--- config.mk ---
export PLATFORM = sky130hd
export DESIGN_NAME = control_command_tx
export DESIGN_NICKNAME = d
export VERILOG_FILES = /design/src/rtl/control_command_tx_pkg.sv /design/src/rtl/command_frame_layout.sv /design/src/rtl/control_command_tx.sv
export SDC_FILE = /design/constraint.sdc
export NUM_CORES = 1
export LEC_CHECK = 0
export ABC_AREA = 1
export CORE_MARGIN = 3
export CORE_UTILIZATION = 50
export DETAILED_ROUTE_END_ITERATION = 16
export PLACE_DENSITY = 0.7
export SETUP_SLACK_MARGIN = 0.02
export SYNTH_ARGS = -nofsm -noshare
export SYNTH_HDL_FRONTEND = slang
export SYNTH_HIERARCHICAL = 1
export SYNTH_SLANG_ARGS = --single-unit
--- constraint.sdc ---
create_clock -name clk -period 5.8 [get_ports clk]
set_input_delay 0.87 -clock clk [delete_from_list [all_inputs] [get_ports clk]]
set_output_delay 0.87 -clock clk [all_outputs]
set_load 0.03 [all_outputs]
--- src/rtl/control_command_tx_pkg.sv ---
// Shared definitions for the control-unit command transmitter:
// command codes, frame field-mask bits and TX state encodings.
package control_command_tx_pkg;

    // Default instruction field width, matching the control unit's BLOCK_INSTR_WIDTH.
    localparam int BLOCK_INSTR_WIDTH = 32;

    // Command codes understood by the control unit.
    localparam logic [7:0] COMMAND_WRITE_BLOCK_INSTR  = 8'h01;
    localparam logic [7:0] COMMAND_WRITE_BLOCK_REG    = 8'h02;
    localparam logic [7:0] COMMAND_UPDATE_BLOCK_REG   = 8'h03;
    localparam logic [7:0] COMMAND_COMMIT_REG_UPDATES = 8'h04;
    localparam logic [7:0] COMMAND_ALLOC_DELAY        = 8'h05;
    localparam logic [7:0] COMMAND_SWAP_PIPELINES     = 8'h06;
    localparam logic [7:0] COMMAND_RESET_PIPELINE     = 8'h07;
    localparam logic [7:0] COMMAND_SET_INPUT_GAIN     = 8'h08;
    localparam logic [7:0] COMMAND_SET_OUTPUT_GAIN    = 8'h09;

    // Field-mask bit positions; the command byte is always present and has no bit.
    localparam int TX_FIELD_BLOCK = 0;
    localparam int TX_FIELD_REG   = 1;
    localparam int TX_FIELD_DATA  = 2;
    localparam int TX_FIELD_INSTR = 3;
    localparam int TX_FIELD_DELAY = 4;
    localparam int TX_FIELD_W     = 5;

    typedef logic [TX_FIELD_W-1:0] tx_mask_t;

    // Transmitter states.
    typedef enum logic [1:0] {
        TX_IDLE = 2'd0,
        TX_LOAD = 2'd1,
        TX_SEND = 2'd2,
        TX_GAP  = 2'd3
    } tx_state_e;

endpackage

--- src/rtl/command_frame_layout.sv ---
// Combinational frame-layout decoder: command byte -> field mask,
// total byte count (including the command byte) and a valid flag.
module command_frame_layout
    import control_command_tx_pkg::*;
#(
    parameter int data_width  = 16,
    parameter int instr_width = BLOCK_INSTR_WIDTH
) (
    input  logic [7:0] command_i,
    output tx_mask_t   mask_o,
    output logic [7:0] n_total_o,
    output logic       valid_o
);

    localparam int DATA_B  = data_width / 8;
    localparam int INSTR_B = instr_width / 8;

    // Decode which fields follow the command byte and how many bytes the frame holds.
    always_comb begin
        mask_o    = '0;
        n_total_o = 8'd0;
        valid_o   = 1'b0;
        case (command_i)
            COMMAND_COMMIT_REG_UPDATES,
            COMMAND_SWAP_PIPELINES,
            COMMAND_RESET_PIPELINE: begin
                n_total_o = 8'd1;
                valid_o   = 1'b1;
            end
            COMMAND_WRITE_BLOCK_INSTR: begin
                mask_o[TX_FIELD_BLOCK] = 1'b1;
                mask_o[TX_FIELD_INSTR] = 1'b1;
                n_total_o = 8'(2 + INSTR_B);
                valid_o   = 1'b1;
            end
            COMMAND_WRITE_BLOCK_REG,
            COMMAND_UPDATE_BLOCK_REG: begin
                mask_o[TX_FIELD_BLOCK] = 1'b1;
                mask_o[TX_FIELD_REG]   = 1'b1;
                mask_o[TX_FIELD_DATA]  = 1'b1;
                n_total_o = 8'(3 + DATA_B);
                valid_o   = 1'b1;
            end
            COMMAND_ALLOC_DELAY: begin
                mask_o[TX_FIELD_DATA]  = 1'b1;
                mask_o[TX_FIELD_DELAY] = 1'b1;
                n_total_o = 8'(5 + DATA_B);
                valid_o   = 1'b1;
            end
            COMMAND_SET_INPUT_GAIN,
            COMMAND_SET_OUTPUT_GAIN: begin
                mask_o[TX_FIELD_DATA] = 1'b1;
                n_total_o = 8'(1 + DATA_B);
                valid_o   = 1'b1;
            end
            default: begin
                mask_o    = '0;
                n_total_o = 8'd0;
                valid_o   = 1'b0;
            end
        endcase
    end

endmodule

--- src/rtl/control_command_tx.sv ---
// Command byte-stream transmitter: latches one parallel request, packs the
// present fields MSB-first into a shift-out register and hands the bytes to
// the control unit one at a time with a one-cycle gap and a per-byte timeout.
module control_command_tx
    import control_command_tx_pkg::*;
#(
    parameter int data_width     = 16,
    parameter int n_blocks       = 256,
    parameter int instr_width    = BLOCK_INSTR_WIDTH,
    parameter int timeout_cycles = 65535
) (
    input  logic                        clk,
    input  logic                        reset,
    input  logic                        req_valid,
    output logic                        req_ready,
    input  logic [7:0]                  req_command,
    input  logic [$clog2(n_blocks)-1:0] req_block,
    input  logic [7:0]                  req_reg,
    input  logic [data_width-1:0]       req_data,
    input  logic [instr_width-1:0]      req_instr,
    input  logic [31:0]                 req_delay,
    output logic [7:0]                  out_byte,
    output logic                        out_valid,
    input  logic                        out_next,
    output logic                        busy,
    output logic                        done,
    output logic                        error
);

    localparam int BLK_W = $clog2(n_blocks);
    localparam int SR_W  = 24 + data_width + instr_width + 32;
    localparam int TO_W  = $clog2(timeout_cycles + 1);
    localparam logic [TO_W-1:0] TO_LAST = TO_W'(timeout_cycles - 1);

    tx_state_e         state_q;
    logic              out_valid_q;
    logic              done_q;
    logic              error_q;
    logic [7:0]        out_byte_q;
    logic [7:0]        idx_q;
    logic [7:0]        n_total_q;
    logic [TO_W-1:0]   cnt_q;

    logic [7:0]             cmd_q;
    logic [BLK_W-1:0]       blk_q;
    logic [7:0]             reg_q;
    logic [data_width-1:0]  data_q;
    logic [instr_width-1:0] instr_q;
    logic [31:0]            delay_q;
    logic [SR_W-1:0]        sr_q;
    logic [SR_W-1:0]        frame_d;

    tx_mask_t   lay_mask;
    logic [7:0] lay_n_total;
    logic       lay_valid;
    logic       accept;
    logic       last_byte;

    command_frame_layout #(
        .data_width  (data_width),
        .instr_width (instr_width)
    ) u_layout (
        .command_i (cmd_q),
        .mask_o    (lay_mask),
        .n_total_o (lay_n_total),
        .valid_o   (lay_valid)
    );

    // Concatenate the present fields in frame order and left-align the result
    // so the first byte to send sits in the top byte of the shift register.
    function automatic logic [SR_W-1:0] pack_frame(
        input logic [7:0]             cmd,
        input logic [7:0]             blk,
        input logic [7:0]             rg,
        input logic [data_width-1:0]  data,
        input logic [instr_width-1:0] instr,
        input logic [31:0]            delay,
        input tx_mask_t               mask,
        input logic [7:0]             n_total
    );
        logic [SR_W-1:0] acc;
        acc = SR_W'(cmd);
        if (mask[TX_FIELD_BLOCK]) acc = (acc << 8) | SR_W'(blk);
        if (mask[TX_FIELD_REG])   acc = (acc << 8) | SR_W'(rg);
        if (mask[TX_FIELD_DATA])  acc = (acc << data_width) | SR_W'(data);
        if (mask[TX_FIELD_INSTR]) acc = (acc << instr_width) | SR_W'(instr);
        if (mask[TX_FIELD_DELAY]) acc = (acc << 32) | SR_W'(delay);
        return acc << (SR_W - 8 * int'(n_total));
    endfunction

    assign accept    = req_valid && (state_q == TX_IDLE);
    assign last_byte = (idx_q == n_total_q - 8'd1);

    // Packed frame image for the latched request, consumed in LOAD.
    always_comb begin
        frame_d = pack_frame(cmd_q, 8'(blk_q), reg_q, data_q, instr_q, delay_q,
                             lay_mask, lay_n_total);
    end

    // Request fields are captured on accept; the shift register loads in LOAD and advances in GAP.
    always_ff @(posedge clk) begin
        if (accept) begin
            cmd_q   <= req_command;
            blk_q   <= req_block;
            reg_q   <= req_reg;
            data_q  <= req_data;
            instr_q <= req_instr;
            delay_q <= req_delay;
        end
        if (state_q == TX_LOAD) begin
            sr_q <= frame_d << 8;
        end else if (state_q == TX_GAP) begin
            sr_q <= sr_q << 8;
        end
    end

    // Frame sequencing FSM with registered byte, valid and status pulses.
    always_ff @(posedge clk or negedge reset) begin
        if (!reset) begin
            state_q     <= TX_IDLE;
            out_valid_q <= 1'b0;
            out_byte_q  <= 8'd0;
            done_q      <= 1'b0;
            error_q     <= 1'b0;
            idx_q       <= 8'd0;
            n_total_q   <= 8'd0;
            cnt_q       <= '0;
        end else begin
            done_q  <= 1'b0;
            error_q <= 1'b0;
            case (state_q)
                TX_IDLE: begin
                    if (req_valid) begin
                        state_q <= TX_LOAD;
                    end
                end
                TX_LOAD: begin
                    if (!lay_valid) begin
                        error_q <= 1'b1;
                        state_q <= TX_IDLE;
                    end else begin
                        out_byte_q  <= frame_d[SR_W-1 -: 8];
                        out_valid_q <= 1'b1;
                        n_total_q   <= lay_n_total;
                        idx_q       <= 8'd0;
                        cnt_q       <= '0;
                        state_q     <= TX_SEND;
                    end
                end
                TX_SEND: begin
                    if (out_next) begin
                        out_valid_q <= 1'b0;
                        if (last_byte) begin
                            done_q  <= 1'b1;
                            state_q <= TX_IDLE;
                        end else begin
                            state_q <= TX_GAP;
                        end
                    end else if (cnt_q == TO_LAST) begin
                        out_valid_q <= 1'b0;
                        error_q     <= 1'b1;
                        state_q     <= TX_IDLE;
                    end else if (cnt_q != '1) begin
                        cnt_q <= cnt_q + TO_W'(1);
                    end
                end
                TX_GAP: begin
                    out_byte_q  <= sr_q[SR_W-1 -: 8];
                    out_valid_q <= 1'b1;
                    idx_q       <= idx_q + 8'd1;
                    cnt_q       <= '0;
                    state_q     <= TX_SEND;
                end
                default: begin
                    state_q     <= TX_IDLE;
                    out_valid_q <= 1'b0;
                end
            endcase
        end
    end

    assign req_ready = (state_q == TX_IDLE);
    assign busy      = (state_q != TX_IDLE);
    assign out_byte  = out_byte_q;
    assign out_valid = out_valid_q;
    assign done      = done_q;
    assign error     = error_q;

endmodule

Yosys cells after proc, flatten, opt, wreduce, memory -nomap -nowiden. Cells that the tools add are included.

Word-level logic and storage cells: 102. Bits in registers: 245. Output and inout port bits: 13. Input port bits: 108.

Shift operators: 1. Equal/unequal tests: 21. Bitwise gates (word level): 5. Multiplexer cells: 40. Add/subtract/negate cells: 4. Reduce and logical (&&, ||, !) cells: 16.

Operator list (count): 2-to-1 mux 104 bit (7); OR 104 x 32 -> 104 bit (2); OR 104 x 16 -> 104 bit (1); OR 104 x 8 -> 104 bit (1); left shift 104 x 32 -> 104 bit (1); 2-to-1 mux 16 bit (4); one-hot mux 16 bit (3 select lines) (1); equality test 8 x 3 -> 1 bit (second input constant) (4); one-hot mux 8 bit (2 select lines) (2); adder 16 x 1 -> 16 bit (second input constant) (1); equality test 16 bit (second input constant) (1); equality test 8 x 2 -> 1 bit (second input constant) (2); equality test 8 x 4 -> 1 bit (second input constant) (2); 2-to-1 mux 8 bit (2); != test 16 bit (second input constant) (1); OR 16 x 8 -> 16 bit (1); 2-to-1 mux 1 bit (15); one-hot mux 3 bit (5 select lines) (1); subtractor 7 x 11 -> 12 bit (first input constant) (1); 2-to-1 mux 2 bit (5); != test 2 bit (second input constant) (5); OR reduction 9 bit (1); adder 8 x 1 -> 8 bit (second input constant) (1); equality test 8 x 1 -> 1 bit (second input constant) (1); other kinds (18) (24).

Longest topological paths before layout. Gate-level depths: netlist of the first run.

Depth in word-level cells: 15. Gate-level depth with buffers: 21.

Hierarchy. Netlist of the first run, hierarchy kept.

By module, submodules not included: control_command_tx (cells each 1994, area an instance 15446.1 µm², seq. area each 7131.8 µm², instances 1); command_frame_layout (cells each 42, area an instance 209.0 µm², seq. area each 0.0 µm², instances 1).

Least setup slack after synthesis of the first run. Ideal clock, no wire load.

Path kind: reg-to-reg. Start: register state_q[1]. End: register idx_q[7]. Library setup time: 0.131 ns. Slack: 1.425 ns. Cell stages (with the launch flop): 12. Required time: 5.669 ns. Arrival: 4.243 ns. Period minus slack after synthesis: 4.375 ns. Buffers on the path: 0. Cell sequence: dfrtp_1 -> inv_1 -> ha_1 -> inv_2 -> nand2_1 -> nand2_1 -> inv_1 -> nand3_1 -> nor3b_1 -> nand2_1 -> xor2_1 -> nor2_1.

Cells in the longest elaborated chain, start to end: 3.

RTL lines: start: declaration (line control_command_tx.sv:35) `tx_state_e state_q;`; start signal: assignment (line control_command_tx.sv:120) `state_q <= TX_IDLE;`; start signal: assignment (line control_command_tx.sv:134) `state_q <= TX_LOAD;`; start signal: assignment (line control_command_tx.sv:140) `state_q <= TX_IDLE;`; equality test 2 x 1 -> 1 bit / equality test 2 bit (equally long branches) (line control_command_tx.sv:131) `case (state_q)`; != test 2 bit (no line) / nonzero test 2 bit (equally long branches); AND reduction 2 bit (no line); end signal: assignment (line control_command_tx.sv:170) `idx_q <= idx_q + 8'd1;`; end: declaration (line control_command_tx.sv:40) `logic [7:0] idx_q;`.

Several ways; a longest one is shown, not always the timed one. A chain may end at the register's enable or synchronous reset.

Final worst setup path of the first run.
Start: register cmd_q[1]. End: register out_byte_q[2], in the netlist out_byte[2].

RTL lines: start: declaration (line control_command_tx.sv:44) `logic [7:0] cmd_q;`; start signal: assignment (line control_command_tx.sv:103) `cmd_q <= req_command;`; equality test 8 x 3 -> 1 bit (tied with other cells) (line command_frame_layout.sv:23) `case (command_i)`; OR reduction 3 bit / OR reduction 2 bit (equally long branches) (line command_frame_layout.sv:23); one-hot mux 3 bit (5 select lines) * (line command_frame_layout.sv:23); net lay_n_total[1] (line control_command_tx.sv:54) `logic [7:0] lay_n_total;`; subtractor 7 x 11 -> 12 bit * (line control_command_tx.sv:88) `return acc << (SR_W - 8 * int'(n_total));`; left shift 104 x 32 -> 104 bit * (line control_command_tx.sv:88); 2-to-1 mux 8 bit * (line control_command_tx.sv:138) `if (!lay_valid) begin`; one-hot mux 8 bit (2 select lines) * (line control_command_tx.sv:131); end signal: assignment (line control_command_tx.sv:142) `out_byte_q <= frame_d[SR_W-1 -: 8];`; end signal: assignment (line control_command_tx.sv:168) `out_byte_q <= sr_q[SR_W-1 -: 8];`; end: declaration (line control_command_tx.sv:39) `logic [7:0] out_byte_q;`.

Mark *: on every way through the listed nets, which the timed path passes. The rest lies on a longest branch. The select of a mux whose other input is x is not followed.

==> results.md, run 1 <==
* Status: finished, final reports clean
* Slew headroom at 25.9%
* Initial DRT Pass Iterations at 7
* Gpl congestion at between 0.9 and 1
* First-pass GRT wire length at around 79 mm
* Arr. time, crit path at 4.21 ns
* Layout cell share with drive strength beyond 1 at 6.65%
* Clock Power Share at 27.2%
* Area contributors post-synth: edfxtp_1 38%, nand3_1 16%, nand2_1 13%
* Input/output buffers at 120
* Storage cell area at 7130 sq um
* Power density cells at 364 nW/um^2
* Final hold slack at 0.477 ns
* Clock-pin transition on the worst setup and hold timing paths at around 0.060 ns
* Met2 GRT Util at 51.9%
* Setup violators final at 0
* Global Route Usage Sum at 30.0%
* Area Growth Syn to Fin at 13.4%
* Main synth FF type: edfxtp_1
* Min cycle time layout at 3.77 ns
* NetSw at 0.00215 W
* Placed cells at between 2000 and 2500
* Post-CTS setup buffer count at 0
* Core Footprint at 30700 sq um
* Slew at the pin closest to its max-slew limit at 1.11 ns
* Critical-path cell list: nor2_2 > nand2_1 > nand2_1 > nand2_2 > nand2_2 > buf_4 > inv_2 > buf_4 > nand3_1 > nand2_1 > nand2_1 > nand3_1 > nand3_1 > a21oi_2
* Number of global-route vias before repair at 14600
* Fin nets at approximately 2200
* Post-cts sizing count at 0
* DIE HEIGHT at between 150 and 200 um
* Root Buffer: clkbuf_16
* Placed Area at ~17000 sq um
* Critical setup path kind: register to register
* Vias per cell at 6.04
* Max Freq at 265 MHz
* Total power at around 0.0065 W
* Num rows at 64
* Worst-skew pair later-pin latency at between 0.5 and 0.6 ns
* Pin count of the biggest net entering global routing at 101
* Crit-path slowest cell: buf_4
* Synth top area share at a little under two fifths
* Critical path peak fanout at 93
* R2R setup slack at 2.03 ns
* Seq/Total Area, Yosys at 45.6%
* Unrepaired setup endpoints after global routing: false
* Multi-input combinational cell area at 7540 sq um
* #FFs+latches synth at ~250
* Final WL at between 50 and 60 mm
* Clock Path Buffers at 3
* Setup TNS at 0 ns
* Syn Std Cell Area at 15700 sq um
* Post-synth top area cell: edfxtp_1
* Final Hold Vio Count at 0
* Slew Viols, Final at 0
* R2r endpoint: out_byte[2]$_DFFE_PN0P_
* Most common cell in the synthesized netlist: nand2_1
* Setup crit start: cmd_q[1]$_DFFE_PP_
* Crit end category: register
* WP buf/inv at 3
* Starting DRT DRC Count at 1672
* Warnings, synthesis at 6
* Flop pwr share at 45.5%
* Post-DP HPWL at around 36 mm
* CTS tree: built
* Yosys cell types at 45
* VDD IR-drop max at 0.000275 V
* Residual DRC at 0
* Worst path top cell family by delay: buffers and inverters
* M1 GR Usage at 36.4%
* Design area at 17800 sq um
* Most common cell on crit path: nand2_1
* CP startpoint kind: register
* Cell Count, Final, Fillers Out at 2486
* # H-tree levels at 1
* Die width at roughly 180 um
* Initial Util at 50.9%
* Sw Ratio at 33.3%
* CP endpoint: out_byte[2]$_DFFE_PN0P_
* IO Pins at 121
* Top cells by count, synth: 562 x nand2_1, 491 x nand3_1, 200 x edfxtp_1
* Worst Skew at slightly above 0.02 ns
* Post-synth EDFFs at 200
* Post-Syn Instances at slightly above 2000
* GRT Residual Overflow at 0
* Lkg Pwr at 7.14 nW
* Number of diodes at 0
* Vias at 15000
* WL per Instance at 20.4 um
* DRT antenna net count at 0
* Slowest Stage Delay on Critical Path at 0.76 ns
* HP Class: primary input to asynchronous set/reset pin
* Period utilization at 65.0%
* Worst Path Required at 6.24 ns
* CP Depth at 14
* CTS sink count at roughly 250
* Syn_area_per_cell at 7.69 sq um
* Die area at 33500 sq um
* Max Cap Viol at 0
* Grt met3 use at 4.36%
* Antenna violations before repair at 1
* Number of buffers created by CTS at 27
* Internal power at 0.00431 W
* GRT busiest layer: met2
* Worst reg2reg path startpoint: cmd_q[1]$_DFFE_PP_
* Fillers at 2837
* Hold Buf Count CTS at 0
* Combinational share of power at 27.3%
* Ys async rst share at 18.4%
* FF-to-FF path depth at 14
[cell usage in the layout, fill, tap and decap left out, types with 11 or more instances in the layout]
master             n
nand2_1          560
nand3_1          490
edfxtp_1         200
clkdlybuf4s50_1  119
nor2_1           110
inv_1             82
a21oi_1           82
o21ai_0           79
dfrtp_1           45
or2_2             38
o21ai_1           38
clkbuf_16         27
buf_4             17
a22o_1            16
nor3_1            14
a21o_1            13
nand4_1           12
a31oi_1           12
inv_2             11
xor2_1            11
[kinds of logic after synthesis]
logic type      count (synthesis)  synth area share (%)
compound gates                271                  10.1
xor+xnor                       16                 0.895
fa+ha+maj                       9                 0.719
buf+inv                       230                  6.58
flops                         245                  45.6
other cells                     1                0.0240
simple gates                 1264                  36.2
[per-layer routing]
metal  part of all wire, %  vias up
li1                      -     7089
met1                    38     6939
met2                    48      792
met3                   7.6      196
met4                   6.3        2
met5                 0.026        -
[sequential cells by signal, summed over array words and instances, names as in the netlist]
register	flops
cnt_q	16
out_byte	8
delay_q	32
error	1
data_q	16
reg_q	8
idx_q	8
state_q	2
n_total_q	8
out_valid	1
instr_q	32
done	1
sr_q	96
blk_q	8
cmd_q	8
[layout make-up]
| cell class | instances | share of cell area, % |
|---|---|---|
| repair buffers | 138 | 7.57 |
| multi-input cells | 1565 | 42.4 |
| well taps | 396 | 2.79 |
| clock inverters | 14 | 1.08 |
| clock buffers | 34 | 3.95 |
| inverters | 94 | 2.00 |
| flip-flops and latches | 245 | 40.2 |
[power groups by stage]
stage / combinational [W] / clock, W / sequential (W)
global route: 0.00194 / 0.00184 / 0.00299
detailed placement: 0.00175 / 0 / 0.00296
CTS: 0.00176 / 0.00177 / 0.00294
floorplan: 0.00115 / 0 / 0.00298
global placement: 0.00173 / 0 / 0.00295
finish: 0.00176 / 0.00176 / 0.00294
[through the flow]
step | util [%] | setup WS (ns)
final | 57.8 | 2.03
after global routing | 57.8 | 1.64
after detailed placement | 54.8 | 2.14
after CTS | 57.8 | 2.13
after floorplan | - | 1.43
after global placement | 54.8 | 2.16
[worst min-delay path by stage]
stage	cells after the start	end	slack [ns]
after floorplan	2	cnt_q[15]$_DFFE_PN0P_	0.45
after global placement	2	cnt_q[15]$_DFFE_PN0P_	0.48
after detailed placement	2	cnt_q[15]$_DFFE_PN0P_	0.48
after CTS	2	n_total_q[1]$_DFFE_PN0P_	0.50
after global routing	1	cnt_q[2]$_DFFE_PN0P_	0.53
final	1	idx_q[0]$_DFFE_PN0P_	0.48
Note: power is estimated with default switching activity, not from simulation.
==> run 2: changes to the inputs <==
==> constraint.sdc (replaced) <==
create_clock -name clk -period 3.6 [get_ports clk]
set_input_delay 0.54 -clock clk [delete_from_list [all_inputs] [get_ports clk]]
set_output_delay 0.54 -clock clk [all_outputs]
set_load 0.03 [all_outputs]
==> run 2 against run 1 <==
Against the previous run:
- first-iteration DRC count increased by 14%
- critical path depth decreased by 1
- die area unchanged
- critical endpoint is now sr_q[74]$_DFFE_PN_
- total power increased by 63%
==> results.md, run 2 (synthesized netlist as in run 1, its figures left out) <==
* Setup TNS at 0 ns
* Slowest Stage Delay on Critical Path at between 0.7 and 0.8 ns
* Vias at 15000
* Setup violators final at 0
* Number of buffers created by CTS at 28
* Total power at between 0.01 and 0.015 W
* Worst-skew pair later-pin latency at 0.56 ns
* Pin count of the biggest net entering global routing at 93
* Clock-pin transition on the worst setup and hold timing paths at about 0.07 ns
* Fillers at 2900
* Area Growth Syn to Fin at 14.8%
* Min cycle time layout at 3.22 ns
* Final WL at between 50 and 60 mm
* Arr. time, crit path at 3.53 ns
* Power density cells at 586 nW/um^2
* GRT Residual Overflow at 0
* CTS sink count at approximately 250
* Global Route Usage Sum at between 30 and 40%
* Final Hold Vio Count at 0
* Crit end category: register
* Slew at the pin closest to its max-slew limit at around 1.1 ns
* Clock Path Buffers at 3
* Starting DRT DRC Count at 1903
* Antenna violations before repair at 0
* Root Buffer: clkbuf_16
* Final hold slack at 0.160 ns
* Hold Buf Count CTS at 0
* Most frequent cells in the layout: 560 x nand2_1, 490 x nand3_1, 200 x edfxtp_1, 119 x clkdlybuf4s50_1, 110 x nor2_1
* Die width at 183 um
* Unrepaired setup endpoints after global routing: false
* Num rows at 64
* Slew Viols, Final at 0
* Max Freq at 310 MHz
* Setup crit start: cmd_q[1]$_DFFE_PP_
* Slew headroom at between 20% and 30%
* Reg with most FFs: sr_q
* Multi-input combinational cell area at 7540 sq um
* Post-DP HPWL at 37.0 mm
* Gpl congestion at 1.02
* Period utilization at 89.6%
* Most common cell after layout, fill and taps aside: nand2_1
* Worst Skew at 0.0136 ns
* Post-CTS setup buffer count at 0
* Worst Path Required at just under 4 ns
* Die area at 33500 sq um
* Post-cts sizing count at 0
* WL per Instance at approximately 20 um
* Fin nets at about 2200
* CP startpoint kind: register
* Initial DRT Pass Iterations at 6
* Max reg flops at 96
* Storage cell area at 7130 sq um
* Input/output buffers at 120
* Vias per cell at 6.00
* Largest regs: sr_q x96, delay_q x32, instr_q x32
* Critical-path cell list: inv_1 > nand2_1 > nand4_1 > nand2_1 > ha_2 > nor2_1 > nor2_2 > inv_1 > nor2_2 > inv_1 > o21ai_0 > o21ai_1 > nand2_1
* VDD IR-drop max at 0.000427 V
* Worst reg2reg path startpoint: cmd_q[1]$_DFFE_PP_
* Critical setup path kind: register to register
* Core Footprint at 30700 sq um
* Status: finished, final reports clean
* Residual DRC at 0
* Critical path peak fanout at 29
* Number of diodes at 0
* Layout cell share with drive strength beyond 1 at 7.45%
* DIE HEIGHT at around 180 um
* First-pass GRT wire length at 80.1 mm
* Crit-path slowest cell: inv_1
* # H-tree levels at 1
* IO Pins at between 100 and 150
* Number of global-route vias before repair at about 15000
* DRT antenna net count at 0
* CTS tree: built
* Initial Util at between 50% and 60%
* HP Class: primary input to asynchronous set/reset pin
* Max Cap Viol at 0
* Lkg Pwr at between 7 and 8 nW
## run 2: changes by cell type in the layout (fill, tap and decap cells not counted)
cell       previous run  this run
clkinv_2              2         4
buf_12                1         6
clkbuf_16            27        29
inv_16                1         0
clkinv_1              3         2
clkinv_4              0         1
buf_4                17        26
## run 2: cell type report
cell class,count,share of cell area (%)
Timing Repair Buffer,152,8.41
Multi-Input combinational cell,1565,41.9
Clock inverter,15,1.04
Clock buffer,36,4.18
Tap cell,396,2.76
Sequential cell,245,39.7
Inverter,94,1.98
## run 2: power by group
| group | internal [W] | switching (W) |
|---|---|---|
| combinational | 0.000921 | 0.00192 |
| sequential | 0.00437 | 0.000359 |
| clock | 0.00176 | 0.00120 |
| total | 0.00705 | 0.00348 |
## run 2: path summary, 6_finish.rpt
path                                            end  slack [ns]  cells past startpoint
min                            idx_q[5]$_DFFE_PN0P_        0.16                      1
max in group asynchronous     cnt_q[15]$_DFFE_PN0P_        2.82                      1
min reg2reg                n_total_q[1]$_DFFE_PN0P_        0.49                      2
max                              sr_q[74]$_DFFE_PN_        0.38                     13
max reg2reg                      sr_q[74]$_DFFE_PN_        0.38                     13
min in group clk           n_total_q[1]$_DFFE_PN0P_        0.49                      2
## run 2: metrics by stage
| stage | cell area (sq um) | setup slack (ns) | util, % | instances |
|---|---|---|---|---|
| after floorplan | 15700 | 0.178 | - | 2040 |
| after global placement | 17000 | 0.542 | 55.4 | 2452 |
| after detailed placement | 17000 | 0.561 | 55.4 | 2452 |
| after CTS | 18000 | 0.528 | 58.4 | 2503 |
| after global routing | 18000 | 0.186 | 58.4 | 2503 |
| final | 18000 | 0.375 | 58.4 | 2503 |
## run 2: layer usage
layer,GRT usage (%),wire (um),up-vias
met1,39.1,20200,7022
met2,52.5,24800,737
met4,12.2,2360,0
li1,-,-,7123
met5,0,0,-
met3,3.77,3890,132
## run 2: critical path, delay by kind of cell (launching register included)
family	cells	cell delay (ns)
and+or+nand+nor	7	0.69
buffers and inverters	3	1.03
DFF	1	0.50
adders and majority gates	1	0.22
AOI/OAI and AO/OA	2	0.51
==> run 3: changes to the inputs <==
--- a/config.mk
+++ b/config.mk
@@ -6,7 +6,7 @@
 export NUM_CORES = 1
 export LEC_CHECK = 0
 export ABC_AREA = 1
-export CORE_MARGIN = 3
+export CORE_MARGIN = 2
 export CORE_UTILIZATION = 50
 export DETAILED_ROUTE_END_ITERATION = 16
 export PLACE_DENSITY = 0.7
==> run 3 against run 2 <==
Against the previous run:
- via count rose by 0.64%
- setup slack worse by 0.034 ns
- final cell count grew 0.16%
- flip-flop and latch count did not move
- die area shrank 2.2%
- total power decreased by 1.9%
- critical path type unchanged
- largest power group unchanged
- first-iteration DRC count decreased by 13%
- clock skew is 0.0037 ns higher
- clock-buffer cell count shrank 7
- core utilization shrank 0.13 points
==> results.md, run 3 (synthesized netlist as in run 1, its figures left out) <==
* Initial DRT Pass Iterations at 6
* Slowest Stage Delay on Critical Path at 0.51 ns
* Slew headroom at 26.4%
* Residual DRC at 0
* Worst Path Required at between 3 and 4 ns
* Arr. time, crit path at 3.58 ns
* Design area at ~18000 sq um
* Cell Count, Final, Fillers Out at about 2500
* Worst-skew pair later-pin latency at 0.57 ns
* Antenna violations before repair at 0
* Most frequent cells in the layout: 560 x nand2_1, 490 x nand3_1, 200 x edfxtp_1, 119 x clkdlybuf4s50_1, 110 x nor2_1
* Input/output buffers at 120
* Pin count of the biggest net entering global routing at 89
* Core Footprint at 30700 sq um
* Global Route Usage Sum at a little under a third
* Critical path peak fanout at 10
* Layout cell share with drive strength beyond 1 at 7.91%
* Post-cts sizing count at 0
* Unrepaired setup endpoints after global routing: false
* Power density cells at 576 nW/um^2
* Most common cell after layout, fill and taps aside: nand2_1
* Placed Area at 17100 sq um
* Num rows at 64
* VDD IR-drop max at about 0.00046 V
* Worst Skew at 0.0173 ns
* IO Pins at between 100 and 150
* First-pass GRT wire length at 80.8 mm
* CTS sink count at 245
* Period utilization at 90.5%
* DRT antenna net count at 0
* Number of global-route vias before repair at 14900
* Crit-path slowest cell: edfxtp_1
* Initial Util at approximately half
* Finished Core Util at roughly three fifths
* Setup violators final at 0
* Gpl congestion at between 0.9 and 1
* CP startpoint kind: register
* Status: finished, final reports clean
* Lkg Pwr at 7.25 nW
* Area Growth Syn to Fin at 14.5%
* Clock-pin transition on the worst setup and hold timing paths at 0.07 ns
* Post-DP HPWL at 37.4 mm
* Critical-path cell list: nor2_2 > nand4_1 > inv_1 > inv_1 > nand2_1 > nand3_1 > nand3_1 > nand3_1 > nand3_1 > nand2_1 > o21a_1 > nand2_1 > nand2_1 > a21oi_1 > o21ai_1
* Starting DRT DRC Count at 1655
* Critical setup path kind: register to register
* HP Class: primary input to asynchronous set/reset pin
* Final Hold Vio Count at 0
* DIE HEIGHT at 181 um
* Number of buffers created by CTS at 27
* Post-CTS setup buffer count at 0
* Final WL at 51.0 mm
* Setup TNS at 0 ns
* Die area at around 33000 sq um
* Crit end category: register
* # H-tree levels at 1
* Root Buffer: clkbuf_16
* Max Cap Viol at 0
* Min cycle time layout at 3.26 ns
* WL per Instance at 20.3 um
* GRT Residual Overflow at 0
* Hold Buf Count CTS at 0
* Number of diodes at 0
* Vias per cell at between 6 and 7
* Vias at ~15000
* Largest regs: sr_q x96, delay_q x32, instr_q x32
* Clock Path Buffers at 3
* CTS tree: built
* Placed cells at between 2000 and 2500
* Slew at the pin closest to its max-slew limit at 1.10 ns
* Fin nets at 2207
* Max Freq at 307 MHz
* Slew Viols, Final at 0
* Die width at about 180 um
* Reg with most FFs: sr_q
* Max reg flops at 96
## run 3: changes by cell type in the layout (fill, tap and decap cells not counted)
cell / delta
buf_4: +5
clkbuf_1: -5
clkinv_2: +3
bufinv_16: -3
clkinvlp_4: +2
clkinv_4: +4
inv_16: +1
clkbuf_16: -2
clkinv_1: -1
## run 3: path summary, 6_finish.rpt
kind | start | to | slack [ns] | cells past startpoint
setup reg to reg | cmd_q[3]$_DFFE_PP_ | sr_q[102]$_DFFE_PN_ | 0.34 | 15
hold reg to reg | cnt_q[15]$_DFFE_PN0P_ | cnt_q[15]$_DFFE_PN0P_ | 0.49 | 2
max in group asynchronous | reset | cnt_q[2]$_DFFE_PN0P_ | 2.73 | 1
min in group clk | cnt_q[15]$_DFFE_PN0P_ | cnt_q[15]$_DFFE_PN0P_ | 0.49 | 2
hold / removal | reset | idx_q[2]$_DFFE_PN0P_ | 0.17 | 1
setup / recovery | cmd_q[3]$_DFFE_PP_ | sr_q[102]$_DFFE_PN_ | 0.34 | 15
## run 3: final cells by class
| cell class | count | area [sq um] |
|---|---|---|
| clock buffers | 29 | 683 |
| clock inverters | 21 | 179 |
| fillers | 2856 | 12800 |
| inverters | 94 | 355 |
| multi-input cells | 1565 | 7540 |
| flip-flops and latches | 245 | 7130 |
| well taps | 396 | 495 |
| repair buffers | 157 | 1550 |
## run 3: report_power, final
group          switching [W]  leakage, nW  internal (W)
Clock                0.00123        0.414       0.00147
Sequential          0.000369         2.54       0.00436
Combinational        0.00196         4.30      0.000939
## run 3: worst max-delay path, delay by kind of cell (launching register included)
kind / cells / cell delay (ns)
compound gates: 3 / 0.46
buf+inv: 2 / 0.52
simple gates: 10 / 1.50
flops: 1 / 0.51
## run 3: metal layers
metal  wire [um]  GRT usage (%)
met5           0              0
met4        2940           15.9
met3        4060           3.81
met2       24100           53.6
met1       19900           40.0
## run 3: per-stage QoR
step / total power, W / hold WS, ns / setup WS [ns]
finish: 0.0103 / 0.171 / 0.341
global route: 0.0109 / 0.271 / 0.128
CTS: 0.0104 / 0.218 / 0.418
detailed placement: 0.00765 / 0.474 / 0.427
global placement: 0.00759 / 0.468 / 0.479
floorplan: 0.00662 / 0.244 / 0.178
